==> src/rtl/a2d_pkg.sv <==
// Shared types and helpers for the ADC128S conversion scheduler.
package a2d_pkg;

  typedef enum logic [2:0] {
    ST_IDLE, ST_CMD, ST_WAIT1, ST_GAP, ST_READ, ST_WAIT2, ST_UPD
  } state_t;

  typedef enum logic [1:0] {
    SRC_LFT  = 2'd0,
    SRC_RGHT = 2'd1,
    SRC_BATT = 2'd2
  } src_t;

  localparam logic [10:0] CMD_PAD = 11'h000;

  function automatic logic [15:0] mk_cmd(input logic [2:0] ch);
    return {2'b00, ch, CMD_PAD};
  endfunction

  function automatic src_t src_next(input src_t s);
    case (s)
      SRC_LFT:  return SRC_RGHT;
      SRC_RGHT: return SRC_BATT;
      default:  return SRC_LFT;
    endcase
  endfunction

endpackage

==> src/rtl/a2d_tout_tmr.sv <==
// Transaction watchdog: cleared on each SPI start, counts while enabled.
module a2d_tout_tmr #(
  parameter int TOUT_CYCLES = 1024
) (
  input  logic clk,
  input  logic rst,
  input  logic i_clr,
  input  logic i_en,
  output logic o_tc
);

  localparam int CNT_W = $clog2(TOUT_CYCLES + 1);

  logic [CNT_W-1:0] r_cnt;

  // Terminal count fires on the enabled cycle that would make the count reach TOUT_CYCLES.
  assign o_tc = i_en && (r_cnt == CNT_W'(TOUT_CYCLES - 1));

  always_ff @(posedge clk) begin
    if (rst || i_clr) begin
      r_cnt <= '0;
    end else if (i_en && !o_tc) begin
      r_cnt <= r_cnt + 1'b1;
    end
  end

endmodule

==> src/rtl/a2d_conv_sched.sv <==
// Round-robin scheduler sharing one SPI monarch between the left/right load
// cells and the battery on the ADC128S; latches 12-bit results per source.
module a2d_conv_sched
  import a2d_pkg::*;
#(
  parameter logic [2:0] LFT_CH      = 3'd0,
  parameter logic [2:0] RGHT_CH     = 3'd4,
  parameter logic [2:0] BATT_CH     = 3'd5,
  parameter int         GAP_CYCLES  = 4,
  parameter int         TOUT_CYCLES = 1024
) (
  input  logic        clk,
  input  logic        rst,
  input  logic        nxt,
  output logic        wrt,
  output logic [15:0] cmd,
  input  logic        done,
  input  logic [15:0] rd_data,
  output logic [11:0] lft_ld,
  output logic [11:0] rght_ld,
  output logic [11:0] batt,
  output logic        upd_vld,
  output logic [1:0]  upd_ch,
  output logic        busy,
  output logic        ovr,
  output logic        tout_err
);

  localparam int GAP_W = $clog2(GAP_CYCLES + 1);

  state_t             r_state;
  state_t             w_state_nxt;
  src_t               r_ptr;
  logic               r_pend;
  logic [15:0]        r_cmd;
  logic [GAP_W-1:0]   r_gap;
  logic [11:0]        r_data;
  logic [11:0]        r_lft;
  logic [11:0]        r_rght;
  logic [11:0]        r_batt;
  logic               r_ovr;
  logic               r_tout;
  logic               w_busy;
  logic               w_take;
  logic               w_abort;
  logic               w_tc;
  logic [2:0]         w_ch;
  logic               w_unused_hi;

  // The ADC only returns 12 result bits; the top nibble is don't-care.
  assign w_unused_hi = ^rd_data[15:12];

  assign w_busy   = (r_state != ST_IDLE);
  assign busy     = w_busy;
  assign wrt      = (r_state == ST_CMD) || (r_state == ST_READ);
  assign cmd      = r_cmd;
  assign upd_vld  = (r_state == ST_UPD);
  assign upd_ch   = r_ptr;
  assign lft_ld   = r_lft;
  assign rght_ld  = r_rght;
  assign batt     = r_batt;
  assign ovr      = r_ovr;
  assign tout_err = r_tout;

  always_comb begin
    w_ch = BATT_CH;
    case (r_ptr)
      SRC_LFT:  w_ch = LFT_CH;
      SRC_RGHT: w_ch = RGHT_CH;
      default:  w_ch = BATT_CH;
    endcase
  end

  a2d_tout_tmr #(.TOUT_CYCLES(TOUT_CYCLES)) u_tmr (
    .clk   (clk),
    .rst   (rst),
    .i_clr (wrt),
    .i_en  ((r_state == ST_WAIT1) || (r_state == ST_WAIT2)),
    .o_tc  (w_tc)
  );

  always_comb begin
    w_state_nxt = r_state;
    w_take      = 1'b0;
    w_abort     = 1'b0;
    case (r_state)
      ST_IDLE: begin
        if (nxt || r_pend) begin
          w_state_nxt = ST_CMD;
          w_take      = 1'b1;
        end
      end
      ST_CMD:  w_state_nxt = ST_WAIT1;
      ST_WAIT1: begin
        if (done) begin
          w_state_nxt = ST_GAP;
        end else if (w_tc) begin
          w_state_nxt = ST_IDLE;
          w_abort     = 1'b1;
        end
      end
      ST_GAP: begin
        if (r_gap == GAP_W'(GAP_CYCLES - 1)) w_state_nxt = ST_READ;
      end
      ST_READ: w_state_nxt = ST_WAIT2;
      ST_WAIT2: begin
        if (done) begin
          w_state_nxt = ST_UPD;
        end else if (w_tc) begin
          w_state_nxt = ST_IDLE;
          w_abort     = 1'b1;
        end
      end
      ST_UPD:  w_state_nxt = ST_IDLE;
      default: w_state_nxt = ST_IDLE;
    endcase
  end

  always_ff @(posedge clk) begin
    if (rst) begin
      r_state <= ST_IDLE;
      r_ptr   <= SRC_LFT;
      r_pend  <= 1'b0;
      r_cmd   <= '0;
      r_gap   <= '0;
      r_data  <= '0;
      r_lft   <= '0;
      r_rght  <= '0;
      r_batt  <= '0;
      r_ovr   <= 1'b0;
      r_tout  <= 1'b0;
    end else begin
      r_state <= w_state_nxt;
      r_gap   <= (r_state == ST_GAP) ? r_gap + 1'b1 : '0;
      if (w_take) r_cmd <= mk_cmd(w_ch);
      // One-deep trigger queue; a trigger taken in IDLE alongside a pending one re-queues.
      if (w_busy) begin
        if (nxt) begin
          if (r_pend) r_ovr <= 1'b1;
          else        r_pend <= 1'b1;
        end
      end else if (w_take) begin
        r_pend <= r_pend & nxt;
      end
      if ((r_state == ST_WAIT2) && done) r_data <= rd_data[11:0];
      if (r_state == ST_UPD) begin
        case (r_ptr)
          SRC_LFT:  r_lft  <= r_data;
          SRC_RGHT: r_rght <= r_data;
          default:  r_batt <= r_data;
        endcase
      end
      if ((r_state == ST_UPD) || w_abort) r_ptr <= src_next(r_ptr);
      if (w_abort) r_tout <= 1'b1;
    end
  end

endmodule
==> config.mk <==
export PLATFORM = sky130hd
export DESIGN_NAME = a2d_conv_sched
export DESIGN_NICKNAME = d
export VERILOG_FILES = /design/src/rtl/a2d_pkg.sv /design/src/rtl/a2d_tout_tmr.sv /design/src/rtl/a2d_conv_sched.sv
export SDC_FILE = /design/constraint.sdc
export NUM_CORES = 1
export LEC_CHECK = 0
export CAP_MARGIN = 15
export CELL_PAD_IN_SITES_DETAIL_PLACEMENT = 1
export CELL_PAD_IN_SITES_GLOBAL_PLACEMENT = 1
export CORE_MARGIN = 3
export CORE_UTILIZATION = 38
export DETAILED_ROUTE_END_ITERATION = 10
export GPL_TIMING_DRIVEN = 0
export PLACE_DENSITY = 0.87
export SKIP_LAST_GASP = 1
export SYNTH_ARGS = -nofsm -noshare
export SYNTH_HDL_FRONTEND = slang
export SYNTH_SLANG_ARGS = --single-unit
==> constraint.sdc <==
create_clock -name clk -period 3.4 [get_ports clk]
set_clock_uncertainty 0.05 [all_clocks]
set_input_delay 0.34 -clock clk [delete_from_list [all_inputs] [get_ports clk]]
set_output_delay 0.34 -clock clk [all_outputs]
set_load 0.005 [all_outputs]
After elaboration in Yosys (flattened, before gate mapping)
Cells that the tools add are included.
{"block": "totals", "reg_bits": 73, "input_bits": 20, "ramBits": 0, "output_inout_bits": 59, "rom_bits": 0, "latchBits": 0, "mem_count": 0}
{"block": "classes", "n_mul": 0, "order_cmp": 0, "n_reduce_logical": 22, "muxes": 16, "n_shift": 0, "div": 0, "n_bitwise": 3, "eq_ne": 12, "addsub": 2}
{"op": "$pmux W3 S6", "n": 1}
{"op": "$mux W3", "n": 5}
{"op": "$add A11 B1 Y11 const B", "n": 1}
{"op": "$eq A11 B10 Y1 const B", "n": 1}
{"op": "$reduce_and A2 Y1", "n": 5}
{"op": "$eq A3 B2 Y1 const B", "n": 3}
{"op": "$eq A3 B3 Y1 const B", "n": 3}
{"op": "$mux W1", "n": 8}
{"op": "$ne A2 B2 Y1 const B", "n": 3}
{"op": "$pmux W3 S2", "n": 1}
{"op": "$reduce_or A2 Y1", "n": 3}
{"op": "$logic_or A1 B1 Y1", "n": 5}
{"op": "$pmux W2 S2", "n": 1}
{"op": "$add A3 B1 Y3 const B", "n": 1}
{"op": "$eq A3 B1 Y1 const B", "n": 1}
{"op": "$logic_and A1 B1 Y1", "n": 3}
{"op": "$logic_not A3 Y1", "n": 1}
{"op": "$reduce_and A3 Y1", "n": 1}
{"op": "$reduce_bool A3 Y1", "n": 1}
{"op": "$eq A2 B1 Y1 const B", "n": 1}
{"op": "$logic_not A2 Y1", "n": 1}
{"op": "$not A1 Y1", "n": 2}
{"op": "$reduce_bool A2 Y1", "n": 1}
{"op": "$and A1 B1 Y1", "n": 1}
{"op": "$logic_not A1 Y1", "n": 1}

Longest topological paths before layout
{"block": "depth", "ltp_word": 7, "depth_mapped": 7, "ltp_nobuf": 5}

By module
A second synthesis with hierarchy kept.
{"block": "hier_totals", "hier_cells": 361, "hier_area_um2": 3116.7}
{"mod": "a2d_conv_sched", "cells_per_inst": 291, "seq_area_each_um2": 1221.2, "area_each_um2": 2511.2, "instances": 1}
{"mod": "a2d_tout_tmr", "cells_per_inst": 70, "seq_area_each_um2": 220.2, "area_each_um2": 605.6, "instances": 1}

Worst setup path before layout
Ideal clock, no wire load.
{"block": "synth_path", "path_kind": "register to register", "from": "reg r_state[0]", "to": "reg u_tmr.r_cnt[9]", "slack_ns": 1.797, "path_stages_with_launch": 5, "arrival_ns": 1.483, "synth_period_minus_slack_ns": 1.603, "n_path_buf": 0, "t_required_ns": 3.280, "path_cell_list": "dfxtp_1 or3b_4 a22o_1 or4_1 a21oi_1"}
{"block": "synth_via", "elab_chain_cells": 5, "elab_cells_between_ends": 10, "classes_between": "4 x eq/ne; 6 x reduce/logical"}
{"element": "start, declared", "line_no": "a2d_conv_sched.sv:31", "source": "state_t r_state;"}
{"element": "start signal, assigned", "line_no": "a2d_conv_sched.sv:133", "source": "r_state <= w_state_nxt;"}
{"element": "$eq A3 B2 Y1 or $eq A3 B3 Y1 (tied branches)", "line_no": "a2d_conv_sched.sv:78", "source": ".i_en ((r_state == ST_WAIT1) || (r_state == ST_WAIT2)),"}
{"element": "$logic_or A1 B1 Y1", "line_no": "a2d_conv_sched.sv:78"}
{"element": "$logic_and A1 B1 Y1", "line_no": "a2d_tout_tmr.sv:17", "source": "assign o_tc = i_en && (r_cnt == CNT_W'(TOUT_CYCLES - 1));"}
{"element": "$logic_not A1 Y1", "line_no": "a2d_tout_tmr.sv:22", "source": "end else if (i_en && !o_tc) begin"}
{"element": "$logic_and A1 B1 Y1", "line_no": "a2d_tout_tmr.sv:22"}
{"element": "end signal, assigned", "line_no": "a2d_tout_tmr.sv:23", "source": "r_cnt <= r_cnt + 1'b1;"}
{"element": "end, declared", "line_no": "a2d_tout_tmr.sv:14", "source": "logic [CNT_W-1:0] r_cnt;"}
Several ways; a longest one is shown, not always the timed one.
A chain may end at the register's enable or synchronous reset.

Final worst setup path
{"block": "layout_path", "from": "reg r_state[0]", "to": "out upd_vld"}
{"block": "layout_via", "elab_chain_cells": 1}
{"element": "$eq A3 B3 Y1", "line_no": "a2d_conv_sched.sv:57", "source": "assign upd_vld = (r_state == ST_UPD);"}
{"element": "end, declared", "line_no": "a2d_conv_sched.sv:22", "source": "output logic upd_vld,"}
Every way passes these cells.

==> out/summary.txt <==
==============================================================================
HPWL after DPL                                                         6509 µm
Category of the worst setup path launch point                        flip-flop
Synthesized-area fraction occupied by ao, oa, aoi and oai cells         16.87%
DIE AREA                                                              9051 µm²
Total global routing overflow                                                0
Power density of the placed cells                                 418.1 nW/µm²
Share of cells above drive strength 1                                   9.978%
Leading cell type by number of instances after synthesis          sky130_fd_sc_hd__nand2_1
Average instance area after synthesis                                8.094 µm²
DRT Pass-1 Iters                                                             4
Worst R2R Start                                                     r_state[0]
DRT iter0 DRCs                                                              85
Worst path max stage delay                                             0.60 ns
Share of Yosys cell area claimed by the top area cell type              47.74%
Drt drc                                                                      0
Max-capacitance violation count                                              0
Cell type of the slowest stage on the worst timing path           sky130_fd_sc_hd__clkdlybuf4s50_1
Type of element capturing the critical path                         output pin
Post-synth top flop                                               sky130_fd_sc_hd__dfxtp_1
EDFF count, synth                                                            0
Via Count                                                                 2861
Count of final hold-check violations                                         0
Initial Util                                                            40.33%
Worst EP arrival                                                       2.34 ns
Width of the chip                                                     95.14 µm
Critical path launch point                                          r_state[0]
Number of slew-limit violations in the final report                          0
Number of rows in the core area                                             31
Maximum frequency from static timing analysis                        366.4 MHz
Clock insertion delay at the later pin of the skew report              0.34 ns
Reg2Reg Depth                                                                7
Pre-CTS setup slack                                                   1.021 ns
XOR/XNOR share of the synthesized area                                 0.2901%
Cells after synthesis                                                      373
DRT antenna net count                                                        0
Share of cell area taken by muxes after synthesis                      0.6631%
Sequential cell area fraction in the yosys report                       47.74%
CTS-repair resized insts                                                     0
Total power draw                                                      1.664 mW
Cell count of the worst hold path                                            1
Number of vias per cell after detailed routing                           5.109
Post-CTS setup buffer count                                                  0
Main combinational cell family by area after synthesis            simple AND/OR/NAND/NOR gates
Post-layout min period                                                2.730 ns
Maximum buffer depth of the clock tree                                       2
Routed wirelength normalized by instance count                        15.43 µm
Setup repair after global routing missed its margin                         no
Port-buffer cells                                                           60
Setup violation total in the final timing report                             0
Cell family with the largest share of critical-path delay         buffers and inverters
Total routed wirelength                                                8639 µm
Level count of the clock H-tree                                              3
Area grow syn2layout                                                    31.79%
Buf/Inv on CP                                                                4
Yosys Warn Count                                                             0
Top fanout value on the critical path                                       10
Via count of the first global-routing pass                                2896
Data required time of the critical path                                3.01 ns
Placer's final routability congestion estimate                          0.8360
Summed instance area of the synthesized netlist                       3019 µm²
Post-Synth Simple-Gate Area                                             25.24%
Antenna violations before repair                                             0
WS Path Type                                                      flip-flop to output pin
Ports placed on the boundary                                                79
Source of the worst hold timing path                                  r_gap[0]
Area of the core                                                      7486 µm²
Final net count                                                            480
Fillcell total                                                             925
Actual slew at the worst max-slew pin                                0.5515 ns
Worst voltage drop across the vdd grid                               0.1823 mV
Clock sink count                                                            72
Clock-pin slew on the worst setup and hold paths                       0.08 ns
Post-synthesis async set-or-reset flop share                                0%
CTS buffer count                                                             9
Number of synthesized register bits                                         72
Utilization of the core after routing                                   53.15%
GR Util All Layers                                                      19.99%
Cells along the critical path                                     buf_4 -> nand3b_1 -> clkinv_1 -> clkbuf_1 -> clkdlybuf4s50_1
Static Leakage                                                        1.358 nW
Least setup slack across all paths after layout                      0.6704 ns
Largest net degree at the start of global routing                           13
Worst relative slew slack                                               62.99%
Most frequent cells after synthesis                               94 x sky130_fd_sc_hd__nand2_1, 72 x sky130_fd_sc_hd__dfxtp_1, 62 x sky130_fd_sc_hd__a21oi_1
Largest cells by area after synthesis                             sky130_fd_sc_hd__dfxtp_1 48%, sky130_fd_sc_hd__nand2_1 12%, sky130_fd_sc_hd__a21oi_1 10%, sky130_fd_sc_hd__buf_4 3.7%, sky130_fd_sc_hd__nand3_1 2.8%
Antenna cell count                                                           0
Most area-hungry cell type in the Yosys netlist                   sky130_fd_sc_hd__dfxtp_1
Levels on crit path                                                          5
Count of distinct cell types in the synthesized netlist                     49
Hold buffers post-CTS                                                        0
Adder-cell share of the synthesized area                                1.243%
Run status                                                        finished clean
Type of the tightest min-delay check                              flip-flop to flip-flop
TNS Setup                                                                 0 ns
TritonCTS clock tree                                                     built
Vertical die dimension                                                95.14 µm
Wire length of the first global-routing pass                          14210 µm
Clock root buffer master                                          sky130_fd_sc_hd__clkbuf_8
Fraction of the cycle the final worst path needs                        80.28%
==============================================================================
==> cells in the final DEF, fill, tap and decap left out, drive strengths merged, types with 2 or more instances in the layout <==
master and instances:
nor3b 4, and4 3, a311o 2, clkinvlp 2, inv 4, nor2 12
nand4 3, a31oi 2, nor3 6, clkbuf 24, dfxtp 72, nand3 17
mux2i 2, or4 3, clkinv 3, a21oi 62, ha 3, clkdlybuf4s50 60
or3 5, o21ba 2, o31ai 3, nand3b 4, or2 2, and2 3
conb 14, nand2 94, buf 23, o21ai 10
==> sequential cells by signal, indices dropped and copies added (netlist names) <==
register,count
u_tmr.r_cnt,11
r_data,12
batt,12
tout_err,1
r_pend,1
lft_ld,12
ovr,1
r_gap,3
rght_ld,12
r_state,3
cmd,2
upd_ch,2
==> per-layer routing <==
metal  global-route usage [%]  part of all wire [%]  vias to the layer above
met5                        0                     0                        -
met4                    7.813                   1.5                        0
met3                    2.920                   4.1                       10
met2                    33.06                    49                       67
met1                    26.18                    45                     1360
li1                         -                     -                     1424
==> power breakdown <==
part | internal (mW) | leakage (nW) | switching, mW
combinational | 0.0696 | 0.690 | 0.0719
clock | 0.335 | 0.0883 | 0.327
sequential | 0.851 | 0.581 | 0.00831
total | 1.26 | 1.36 | 0.408
==> cells by family (layout without fill, tap and decap cells) <==
group | after synthesis | in the layout
adders and majority gates | 3 | 3
buffers and inverters | 42 | 117
muxes | 2 | 2
DFF | 72 | 72
AOI/OAI and AO/OA | 90 | 90
xor gates and xnor gates | 1 | 1
other | 1 | 14
and+or+nand+nor | 162 | 162
==> path summary, 6_finish.rpt <==
kind / end / slack [ns]
worst min-delay path: r_gap[0] / 0.39
worst max register to register: batt[7] / 1.50
worst min register to register: r_gap[0] / 0.39
worst max-delay path: upd_vld / 0.67
==> final cells by class <==
cell class / count / area [µm²] / share of cell area, %
clock inverter: 5 / 58.81 / 1.478
sequential: 72 / 1441 / 36.23
multi-input combinational: 272 / 1390 / 34.94
inverter: 5 / 18.77 / 0.4717
tap: 99 / 123.9 / 3.113
timing repair buffer: 60 / 600.6 / 15.09
clock buffer: 10 / 127.6 / 3.208
buffer: 37 / 217.7 / 5.472
==> metrics by stage <==
stage          hold WS, ns  instances  instance area [µm²]
3_3_place_gp        0.3664        545                 3792
5_1_grt             0.4082        560                 3979
2_1_floorplan       0.3584        386                 3068
4_1_cts             0.3888        560                 3979
6_report            0.3866        560                 3979
3_5_place_dp        0.3777        545                 3792
No activity file was read; power rests on OpenSTA's default activity.
